==> config.mk <==
export PLATFORM = sky130hd
export DESIGN_NAME = l2_flush_seq_flat
export DESIGN_NICKNAME = d
export VERILOG_FILES = /design/src/rtl/l2_flush_seq_if.sv /design/src/rtl/l2_flush_seq.sv /design/src/flat_wrapper.sv
export SDC_FILE = /design/constraint.sdc
export NUM_CORES = 1
export LEC_CHECK = 0
export ABC_AREA = 1
export CAP_MARGIN = 10
export CORE_ASPECT_RATIO = 1.75
export CORE_UTILIZATION = 41
export CTS_CLUSTER_DIAMETER = 150
export DETAILED_ROUTE_END_ITERATION = 6
export HOLD_SLACK_MARGIN = 0.08
export PLACE_DENSITY = 0.84
export SYNTH_ARGS = -nofsm -noshare
export SYNTH_HDL_FRONTEND = slang
export SYNTH_SLANG_ARGS = --single-unit
==> constraint.sdc <==
create_clock -name clk -period 2.9 [get_ports clk]
set_clock_uncertainty 0.05 [all_clocks]
set_input_delay 0.435 -clock clk [delete_from_list [all_inputs] [get_ports clk]]
set_output_delay 0.435 -clock clk [all_outputs]
set_load 0.005 [all_outputs]
==> src/rtl/l2_flush_seq_if.sv <==
// Tag/state lookup and eviction handshake bundle between the L2 flush sequencer
// (master) and the L2 array / request-issue path (slave).
interface l2_flush_seq_if #(
  parameter int SET_BITS = 8,
  parameter int WAY_BITS = 3
);
  logic                lookup_valid;
  logic                lookup_ready;
  logic [SET_BITS-1:0] lookup_set;
  logic [WAY_BITS-1:0] lookup_way;
  logic                lookup_rsp_valid;
  logic                line_valid;
  logic                line_dirty;
  logic                evict_valid;
  logic                evict_ready;
  logic [SET_BITS-1:0] evict_set;
  logic [WAY_BITS-1:0] evict_way;

  modport master (
    output lookup_valid, lookup_set, lookup_way, evict_valid, evict_set, evict_way,
    input  lookup_ready, lookup_rsp_valid, line_valid, line_dirty, evict_ready
  );

  modport slave (
    input  lookup_valid, lookup_set, lookup_way, evict_valid, evict_set, evict_way,
    output lookup_ready, lookup_rsp_valid, line_valid, line_dirty, evict_ready
  );
endinterface

==> src/rtl/l2_flush_seq.sv <==
// Spandex L2 flush sequencer: walks every (set, way), evicts valid lines, drains slots.
// Optional macro L2_FLUSH_SKIP_CLEAN_EN: evict only lines that are valid and dirty.
module l2_flush_seq #(
  parameter int SET_BITS = 8,
  parameter int WAY_BITS = 3,
  parameter int N_REQS   = 4
) (
  input  logic                          clk,
  input  logic                          rst,
  input  logic                          flush_req,
  output logic                          flush_busy,
  output logic                          flush_done,
  input  logic [SET_BITS:0]             flush_set,
  input  logic [WAY_BITS:0]             flush_way,
  input  logic [$clog2(N_REQS+1)-1:0]   reqs_cnt,
  output logic                          set_ongoing_flush,
  output logic                          clr_ongoing_flush,
  output logic                          incr_flush_set,
  output logic                          clr_flush_set,
  output logic                          incr_flush_way,
  output logic                          clr_flush_way,
  output logic                          fill_reqs_flush,
  l2_flush_seq_if.master                bus
);
  localparam int CNT_W = $clog2(N_REQS+1);
  localparam logic [CNT_W-1:0]    FULL     = CNT_W'(N_REQS);
  localparam logic [SET_BITS:0]   LAST_SET = {1'b0, {SET_BITS{1'b1}}};
  localparam logic [WAY_BITS:0]   LAST_WAY = {1'b0, {WAY_BITS{1'b1}}};

  typedef enum logic [2:0] {IDLE, START, LOOKUP, WAIT_RD, EVICT, NEXT, DRAIN} state_e;

  state_e              state_q, state_d;
  logic                busy_q, busy_d, done_q, done_d;
  logic                set_on_q, set_on_d, clr_on_q, clr_on_d;
  logic                incr_set_q, incr_set_d, clr_set_q, clr_set_d;
  logic                incr_way_q, incr_way_d, clr_way_q, clr_way_d;
  logic                lookup_valid_q, lookup_valid_d;
  logic [SET_BITS-1:0] evict_set_q, evict_set_d;
  logic [WAY_BITS-1:0] evict_way_q, evict_way_d;
  logic                take_line, last_way, last_set, evict_fire, to_next;

`ifdef L2_FLUSH_SKIP_CLEAN_EN
  assign take_line = bus.line_valid && bus.line_dirty;
`else
  logic unused_dirty;
  assign unused_dirty = bus.line_dirty;
  assign take_line    = bus.line_valid;
`endif

  assign last_way   = (flush_way == LAST_WAY);
  assign last_set   = (flush_set == LAST_SET);
  assign evict_fire = bus.evict_valid && bus.evict_ready;

  // Counter strobes are decided on the way into NEXT and registered, so they are
  // visible during NEXT and the register block updates before the next LOOKUP.
  always_comb begin
    state_d     = state_q;
    done_d      = 1'b0;
    set_on_d    = 1'b0;
    clr_on_d    = 1'b0;
    incr_set_d  = 1'b0;
    clr_set_d   = 1'b0;
    incr_way_d  = 1'b0;
    clr_way_d   = 1'b0;
    to_next     = 1'b0;
    evict_set_d = evict_set_q;
    evict_way_d = evict_way_q;
    unique case (state_q)
      IDLE: begin
        // busy_q still high during the done pulse; a request then is dropped
        if (flush_req && !busy_q) begin
          state_d   = START;
          set_on_d  = 1'b1;
          clr_set_d = 1'b1;
          clr_way_d = 1'b1;
        end
      end
      START:  state_d = LOOKUP;
      LOOKUP: if (lookup_valid_q && bus.lookup_ready) state_d = WAIT_RD;
      WAIT_RD: begin
        if (bus.lookup_rsp_valid) begin
          evict_set_d = flush_set[SET_BITS-1:0];
          evict_way_d = flush_way[WAY_BITS-1:0];
          if (take_line) state_d = EVICT;
          else           to_next = 1'b1;
        end
      end
      EVICT:  if (evict_fire) to_next = 1'b1;
      NEXT:   state_d = (last_way && last_set) ? DRAIN : LOOKUP;
      DRAIN: begin
        if (reqs_cnt == FULL) begin
          state_d  = IDLE;
          done_d   = 1'b1;
          clr_on_d = 1'b1;
        end
      end
      default: state_d = IDLE;
    endcase
    if (to_next) begin
      state_d = NEXT;
      if (last_way && !last_set) begin
        incr_set_d = 1'b1;
        clr_way_d  = 1'b1;
      end else if (!last_way) begin
        incr_way_d = 1'b1;
      end
    end
    busy_d         = (state_d != IDLE) || done_d;
    lookup_valid_d = (state_d == LOOKUP);
  end

  always_ff @(posedge clk) begin
    if (rst) begin
      state_q        <= IDLE;
      busy_q         <= 1'b0;
      done_q         <= 1'b0;
      set_on_q       <= 1'b0;
      clr_on_q       <= 1'b0;
      incr_set_q     <= 1'b0;
      clr_set_q      <= 1'b0;
      incr_way_q     <= 1'b0;
      clr_way_q      <= 1'b0;
      lookup_valid_q <= 1'b0;
      evict_set_q    <= '0;
      evict_way_q    <= '0;
    end else begin
      state_q        <= state_d;
      busy_q         <= busy_d;
      done_q         <= done_d;
      set_on_q       <= set_on_d;
      clr_on_q       <= clr_on_d;
      incr_set_q     <= incr_set_d;
      clr_set_q      <= clr_set_d;
      incr_way_q     <= incr_way_d;
      clr_way_q      <= clr_way_d;
      lookup_valid_q <= lookup_valid_d;
      evict_set_q    <= evict_set_d;
      evict_way_q    <= evict_way_d;
    end
  end

  assign flush_busy        = busy_q;
  assign flush_done        = done_q;
  assign set_ongoing_flush = set_on_q;
  assign clr_ongoing_flush = clr_on_q;
  assign incr_flush_set    = incr_set_q;
  assign clr_flush_set     = clr_set_q;
  assign incr_flush_way    = incr_way_q;
  assign clr_flush_way     = clr_way_q;

  assign bus.lookup_valid  = lookup_valid_q;
  assign bus.lookup_set    = lookup_valid_q ? flush_set[SET_BITS-1:0] : '0;
  assign bus.lookup_way    = lookup_valid_q ? flush_way[WAY_BITS-1:0] : '0;
  assign bus.evict_valid   = (state_q == EVICT) && (reqs_cnt != '0);
  assign bus.evict_set     = evict_set_q;
  assign bus.evict_way     = evict_way_q;
  assign fill_reqs_flush   = evict_fire;
endmodule

==> src/flat_wrapper.sv <==
// flat-port wrapper written by rule: the top's interface ports become plain ports
module l2_flush_seq_flat 
#(
  parameter int SET_BITS = 8,
  parameter int WAY_BITS = 3,
  parameter int N_REQS   = 4
)
  (clk, rst, flush_req, flush_busy, flush_done, flush_set, flush_way, reqs_cnt, set_ongoing_flush, clr_ongoing_flush, incr_flush_set, clr_flush_set, incr_flush_way, clr_flush_way, fill_reqs_flush, bus_lookup_valid, bus_lookup_set, bus_lookup_way, bus_evict_valid, bus_evict_set, bus_evict_way, bus_lookup_ready, bus_lookup_rsp_valid, bus_line_valid, bus_line_dirty, bus_evict_ready);
  l2_flush_seq_if #(.SET_BITS(SET_BITS), .WAY_BITS(WAY_BITS)) bus_i ();
  input  logic clk;
  input  logic rst;
  input  logic flush_req;
  output logic flush_busy;
  output logic flush_done;
  input  logic [SET_BITS:0] flush_set;
  input  logic [WAY_BITS:0] flush_way;
  input  logic [$clog2(N_REQS+1)-1:0] reqs_cnt;
  output logic set_ongoing_flush;
  output logic clr_ongoing_flush;
  output logic incr_flush_set;
  output logic clr_flush_set;
  output logic incr_flush_way;
  output logic clr_flush_way;
  output logic fill_reqs_flush;
  output wire logic [$bits(bus_i.lookup_valid)-1:0] bus_lookup_valid;
  output wire logic [$bits(bus_i.lookup_set)-1:0] bus_lookup_set;
  output wire logic [$bits(bus_i.lookup_way)-1:0] bus_lookup_way;
  output wire logic [$bits(bus_i.evict_valid)-1:0] bus_evict_valid;
  output wire logic [$bits(bus_i.evict_set)-1:0] bus_evict_set;
  output wire logic [$bits(bus_i.evict_way)-1:0] bus_evict_way;
  input wire logic [$bits(bus_i.lookup_ready)-1:0] bus_lookup_ready;
  input wire logic [$bits(bus_i.lookup_rsp_valid)-1:0] bus_lookup_rsp_valid;
  input wire logic [$bits(bus_i.line_valid)-1:0] bus_line_valid;
  input wire logic [$bits(bus_i.line_dirty)-1:0] bus_line_dirty;
  input wire logic [$bits(bus_i.evict_ready)-1:0] bus_evict_ready;
  assign bus_lookup_valid = bus_i.lookup_valid;
  assign bus_lookup_set = bus_i.lookup_set;
  assign bus_lookup_way = bus_i.lookup_way;
  assign bus_evict_valid = bus_i.evict_valid;
  assign bus_evict_set = bus_i.evict_set;
  assign bus_evict_way = bus_i.evict_way;
  assign bus_i.lookup_ready = bus_lookup_ready;
  assign bus_i.lookup_rsp_valid = bus_lookup_rsp_valid;
  assign bus_i.line_valid = bus_line_valid;
  assign bus_i.line_dirty = bus_line_dirty;
  assign bus_i.evict_ready = bus_evict_ready;
  l2_flush_seq #(.SET_BITS(SET_BITS), .WAY_BITS(WAY_BITS), .N_REQS(N_REQS)) u_core (.clk(clk), .rst(rst), .flush_req(flush_req), .flush_busy(flush_busy), .flush_done(flush_done), .flush_set(flush_set), .flush_way(flush_way), .reqs_cnt(reqs_cnt), .set_ongoing_flush(set_ongoing_flush), .clr_ongoing_flush(clr_ongoing_flush), .incr_flush_set(incr_flush_set), .clr_flush_set(clr_flush_set), .incr_flush_way(incr_flush_way), .clr_flush_way(clr_flush_way), .fill_reqs_flush(fill_reqs_flush), .bus(bus_i));
endmodule
==> summary.md, run 1 <==
| Metric | Value |
|---|---|
| Layout cells sized above 1 | under 10% |
| Core Footprint | around 2300 um2 |
| CP startpoint kind | input port |
| Power Density | around 460 nW/um2 |
| Ports | 57 |
| Internal cell power | 0.525 mW |
| Top cell type's share of synthesized area | 40.7% |
| Later-pin clock latency in the skew report | 260 ps |
| Critical path endpoint category | primary output |
| Worst slack at placement | 695 ps |
| Sw Ratio | between 20% and 30% |
| Die height | 68.4 um |
| Tcrit/Tclk final | 76.5% |
| PostCTS Resize Cnt | 0 |
| Met3 Track Usage GR | 2.92% |
| DR pass1 iterations | 4 |
| Detailed-route DRC error count | 0 |
| Top cell type by total area after synthesis | dfxtp_1 |
| CTS clk-pin slew, worst paths | 80 ps |
| CP required | between 2000 and 2500 ps |
| Leak | ~0.73 nW |
| Number of vias per cell | 5.23 |
| Number of setup buffers added after CTS | 0 |
| Post-layout min period | 2220 ps |
| Post-Synthesis Cells | approximately 160 |
| Clk buf depth | 2 |
| Hpwl dp | 2380 um |
| Largest net degree at the start of global routing | 17 |
| DRT antenna net count | 0 |
| NetSw | roughly 0.22 mW |
| Hold Crit Class | flip-flop to flip-flop |
| Worst EP arrival | 1730 ps |
| Synth warn | 0 |
| DRT iter0 DRCs | 16 |
| Fillers | around 200 |
| VDD IR max | approximately 0.36 mV |
| Hold Crit Depth | 2 |
| Clock Sinks | 21 |
| Flop2flop setup slack | between 1000 and 1500 ps |
| Row count | 23 |
| Max-capacitance violation count | 0 |
| I/O Buffers | 55 |
| Number of global-route vias before repair | around 1,100 |
| CTS Buf Count | 3 |
| Max-slew violation count | 0 |
| Commonest non-fill, non-tap cells in the layout | clkdlybuf4s50_1 (55), nand2_1 (41), inv_1 (25), dfxtp_1 (21), nand3_1 (20) |
| First-pass GRT wire length | approximately 4500 um |
| GRT Total Usage | a little under a quarter |
| Diode count | 0 |
| Met2 Track Usage GR | between 40% and 50% |
| Share of power burned in registers | a little under half |
| Syn Nets | about 180 |
| Cell Area, Synth | a little over 1000 um2 |
| Post-layout net count | around 240 |
| DIE AREA | ~2700 um2 |
| RR Startpoint | u_core.state_q[0] |
| CTS tree | built |
| Setup TNS Final | 0 ps |
| Post-synthesis cell type count | 19 |
| Hold path start | u_core.bus.evict_set[1] |
| Reg2Reg Depth | 5 |
| Count of final hold-check violations | 0 |
| Final Setup Violations | 0 |
| Outcome | completed |
| Chip Width | between 30 and 40 um |
| Worst Hold Path EP | u_core.bus.evict_set[1] |
| Initial antenna violation count | 0 |
| GP Congestion | 0.822 |
| Worst R2R End | u_core.bus.evict_set[5] |
| Register Area | 420 um2 |
| Worst slew pin tran | 507 ps |
| P&R area growth vs syn | 58.2% |
| Drt total wl | ~3100 um |
| Htree depth | 1 |
| Routing usage on met1 | approximately 22% |
| Yosys reg bits | 21 |
| Slack of the critical path | 681 ps |
| Combinational Power Share | 28.9% |
| RSZ-0062 raised after global routing | false |
| Max Fclk | approximately 450 MHz |
| Clock share of power | 26.0% |
| Avg WL per Cell | 12.9 um |
| Slew HR | around 66% |
| Crit-path max FO | 2 |
| Crit Path Category | input port to primary output |
| Initial Utilization | between 40 and 50% |
| Most Crowded Layer GR | met2 |
| Area of the multi-input gates | 472 um2 |
| Clock Root Buffer | clkbuf_8 |
| Mapped Avg Cell Area | between 6 and 7 um2 |
| Top post-synthesis cells by area | dfxtp_1 (41%), nand2_1 (15%), nand3_1 (9.7%) |
| Post-synthesis sequential area ratio | 40.7% |
| Total grt overflow | 0 |
| Hold_buf cts | 0 |
| Most common cell after layout, fill and taps aside | clkdlybuf4s50_1 |
| Vias after detailed routing | between 1,000 and 1,500 |
[registers in the layout, indices dropped and copies added (netlist names)]
register                  cells
u_core.state_q                3
u_core.bus.evict_set          8
u_core.bus.evict_way          3
u_core.incr_flush_way         1
u_core.clr_flush_way          1
u_core.set_ongoing_flush      1
u_core.flush_done             1
u_core.bus.lookup_valid       1
u_core.incr_flush_set         1
u_core.flush_busy             1
[power groups by stage]
| stage | registers (mW) | logic, mW | clock network [mW] |
|---|---|---|---|
| floorplan | 0.335 | 0.100 | 0 |
| global placement | 0.343 | 0.208 | 0 |
| detailed placement | 0.344 | 0.215 | 0 |
| CTS | 0.337 | 0.217 | 0.193 |
| global route | 0.340 | 0.238 | 0.205 |
| finish | 0.338 | 0.217 | 0.195 |
[kinds of logic (layout without fill, tap and decap cells)]
group	count (synthesis)	in the layout	share of synthesized area, %
buf+inv	34	87	13.6
compound gates	13	13	6.55
flops	21	21	40.7
simple gates	90	90	39.2
[cell type report]
type | count | area share (%)
Inverter | 26 | 5.98
Timing Repair Buffer | 57 | 34.6
Tap cell | 25 | 1.92
Multi-Input combinational cell | 103 | 28.9
Clock buffer | 3 | 2.53
Clock inverter | 1 | 0.307
Sequential cell | 21 | 25.7
[worst max path at each step]
stage,slack [ps],end,cells after the start,start
after CTS,680,fill_reqs_flush,6,reqs_cnt[2]
after global routing,570,fill_reqs_flush,6,reqs_cnt[2]
after floorplan,1650,bus_lookup_set[0],3,u_core.bus.lookup_valid
after detailed placement,690,fill_reqs_flush,6,reqs_cnt[2]
after global placement,700,fill_reqs_flush,6,reqs_cnt[2]
final,680,fill_reqs_flush,6,reqs_cnt[2]
[through the flow]
| stage | area (um2) | hold WS (ps) | util, % | std cells | total power [mW] |
|---|---|---|---|---|---|
| after floorplan | 1030 | 405 | - | 158 | 0.435 |
| after global placement | 1590 | 398 | 68.1 | 232 | 0.551 |
| after detailed placement | 1590 | 407 | 68.1 | 232 | 0.559 |
| after CTS | 1630 | 417 | 70.0 | 236 | 0.748 |
| after global routing | 1630 | 446 | 70.0 | 236 | 0.783 |
| final | 1630 | 416 | 70.0 | 236 | 0.749 |
[worst max-delay path, stage by stage]
cell and delay, ps:
clkdlybuf4s50_1 470, inv_1 60, nand3_1 80, nand4_1 120, inv_1 80, clkdlybuf4s50_1 490
[synthesized netlist by cell type, drive strengths merged]
master  instances
nor3            2
nand3b          2
o22ai           1
nand2          45
nor2           18
a31oi           1
clkbuf          4
nand3          20
nand4           3
dfxtp          21
a21oi          11
buf             4
inv            26
[layer usage]
| metal | wire [um] | vias to the layer above |
|---|---|---|
| li1 | - | 596 |
| met5 | 0 | - |
| met4 | 52 | 0 |
| met1 | 1080 | 582 |
| met2 | 1780 | 49 |
| met3 | 143 | 8 |
Note: power is estimated with default switching activity, not from simulation.
==> run 2, diff against run 1 <==
--- a/config.mk
+++ b/config.mk
@@ -8,11 +8,11 @@
 export ABC_AREA = 1
 export CAP_MARGIN = 10
 export CORE_ASPECT_RATIO = 1.75
-export CORE_UTILIZATION = 41
+export CORE_UTILIZATION = 34
 export CTS_CLUSTER_DIAMETER = 150
 export DETAILED_ROUTE_END_ITERATION = 6
 export HOLD_SLACK_MARGIN = 0.08
-export PLACE_DENSITY = 0.84
+export PLACE_DENSITY = 0.75
 export SYNTH_ARGS = -nofsm -noshare
 export SYNTH_HDL_FRONTEND = slang
 export SYNTH_SLANG_ARGS = --single-unit
==> constraint.sdc (replaced) <==
create_clock -name clk -period 2 [get_ports clk]
set_clock_uncertainty 0.05 [all_clocks]
set_input_delay 0.3 -clock clk [delete_from_list [all_inputs] [get_ports clk]]
set_output_delay 0.3 -clock clk [all_outputs]
set_load 0.005 [all_outputs]
==> summary.md, run 2 (synthesized netlist as in run 1, its figures left out) <==
| Metric | Value |
|---|---|
| CP startpoint kind | flip-flop |
| Failing checks | design-rule violations |
| Number of global-route vias before repair | 1,035 |
| DR pass1 iterations | 6 |
| DRT antenna net count | 0 |
| Die height | 74.9 um |
| Largest net degree at the start of global routing | 16 |
| Core Footprint | 2900 um2 |
| Hold_buf cts | 0 |
| Power Density | 651 nW/um2 |
| Clk buf depth | 2 |
| PostCTS Resize Cnt | 1 |
| Clock Root Buffer | clkbuf_8 |
| Number of vias per cell | 4.74 |
| First-pass GRT wire length | around 4100 um |
| Count of final hold-check violations | 0 |
| Chip Width | around 44 um |
| Initial antenna violation count | 0 |
| Commonest non-fill, non-tap cells in the layout | clkdlybuf4s50_1 (55), nand2_1 (41), inv_1 (25), nand3_1 (20), dfxtp_1 (20) |
| Hold path start | u_core.bus.evict_way[1] |
| DRT iter0 DRCs | 37 |
| Max reg flops | 8 |
| Initial Utilization | a little over a third |
| Final Setup Violations | 0 |
| Crit Path Category | flip-flop to primary output |
| Clock Sinks | 21 |
| Layout cells sized above 1 | under 10% |
| Htree depth | 1 |
| Diode count | 0 |
| Number of setup buffers added after CTS | 0 |
| P&R area growth vs syn | 59.5% |
| I/O Buffers | 55 |
| Ports | between 50 and 60 |
| Tcrit/Tclk final | roughly 96% |
| VDD IR max | roughly 0.55 mV |
| Crit. Startpoint | u_core.state_q[1] |
| Row count | 26 |
| Pwr Total | ~1.1 mW |
| Placed Area | 1600 um2 |
| Worst EP arrival | around 1600 ps |
| Detailed-route DRC error count | 7 |
| Most common cell after layout, fill and taps aside | clkdlybuf4s50_1 |
| Max-slew violation count | 0 |
| Slowest stage delay, CP | around 520 ps |
| CTS Buf Count | 3 |
| GP Congestion | around 0.87 |
| Drt total wl | about 2700 um |
| RR Startpoint | u_core.state_q[0] |
| DIE AREA | approximately 3300 um2 |
| GRT Total Usage | 17.0% |
| CP required | between 1500 and 2000 ps |
| Cell-by-cell listing of the critical path | nor2_2 > nand2_1 > a31oi_1 > clkdlybuf4s50_1 |
| Later-pin clock latency in the skew report | between 200 and 300 ps |
| Hold Crit Class | flip-flop to flip-flop |
| Max Fclk | around 520 MHz |
| Hpwl dp | approximately 2100 um |
| Max-capacitance violation count | 0 |
| Slew HR | ~75% |
| Outcome | finished with violations |
| Avg WL per Cell | ~11 um |
| Critical path endpoint category | primary output |
| Leak | roughly 0.74 nW |
| Flop2flop setup slack | 460 ps |
| Worst slew pin tran | 381 ps |
| Final instance area | approximately 1600 um2 |
| Total grt overflow | 0 |
| CTS clk-pin slew, worst paths | roughly 70 ps |
| CP Buf/Inv Count | 1 |
| CTS tree | built |
| Crit-path leading delay family | buffers and inverters |
| Vias after detailed routing | 1,138 |
| Slowest CP cell | clkdlybuf4s50_1 |
| Crit-path max FO | 5 |
| Final Util | between 50% and 60% |
| Post-layout min period | between 1500 and 2000 ps |
| Post-layout net count | roughly 240 |
-- run 2: stage by stage --
step	hold WS, ps	setup TNS (ps)	worst slack, ps	std cells
2_1_floorplan	405	0	882	158
3_3_place_gp	398	0	78.3	236
3_5_place_dp	402	0	81.6	236
4_1_cts	413	0	62.6	240
5_1_grt	431	-0.226	-0.226	240
6_report	410	0	76.4	240
-- run 2: area by class of cell --
cell class,instances,area [um2]
timing repair buffer,58,573
sequential,21,422
inverter,26,97.6
clock buffer,4,45.0
multi-input combinational,103,474
tap,28,35.0
fill,279,1250
-- run 2: worst paths after layout --
check,to,cells after the start
min,u_core.bus.evict_way[1],2
max,bus_evict_valid,4
min reg2reg,u_core.bus.evict_way[1],2
max reg2reg,u_core.bus.evict_set[4],5
-- run 2: worst reg2reg max path: stages, from the launching register on --
cell,delay (ps)
dfxtp_1,440
nand2_2,110
nor2_4,290
nand2_1,340
nand2_1,150
a21oi_1,70
-- run 2: where the power goes --
group | switching [mW] | internal, mW
Sequential | 0.0393 | 0.452
Combinational | 0.133 | 0.174
Clock | 0.132 | 0.142
-- run 2: metal layers --
layer | vias to the layer above | track usage [%] | routed length [um]
li1 | 596 | - | -
met1 | 498 | 14.1 | 956
met2 | 37 | 35.7 | 1540
met3 | 7 | 2.88 | 150
met4 | 0 | 8.68 | 68
met5 | - | 0 | 0
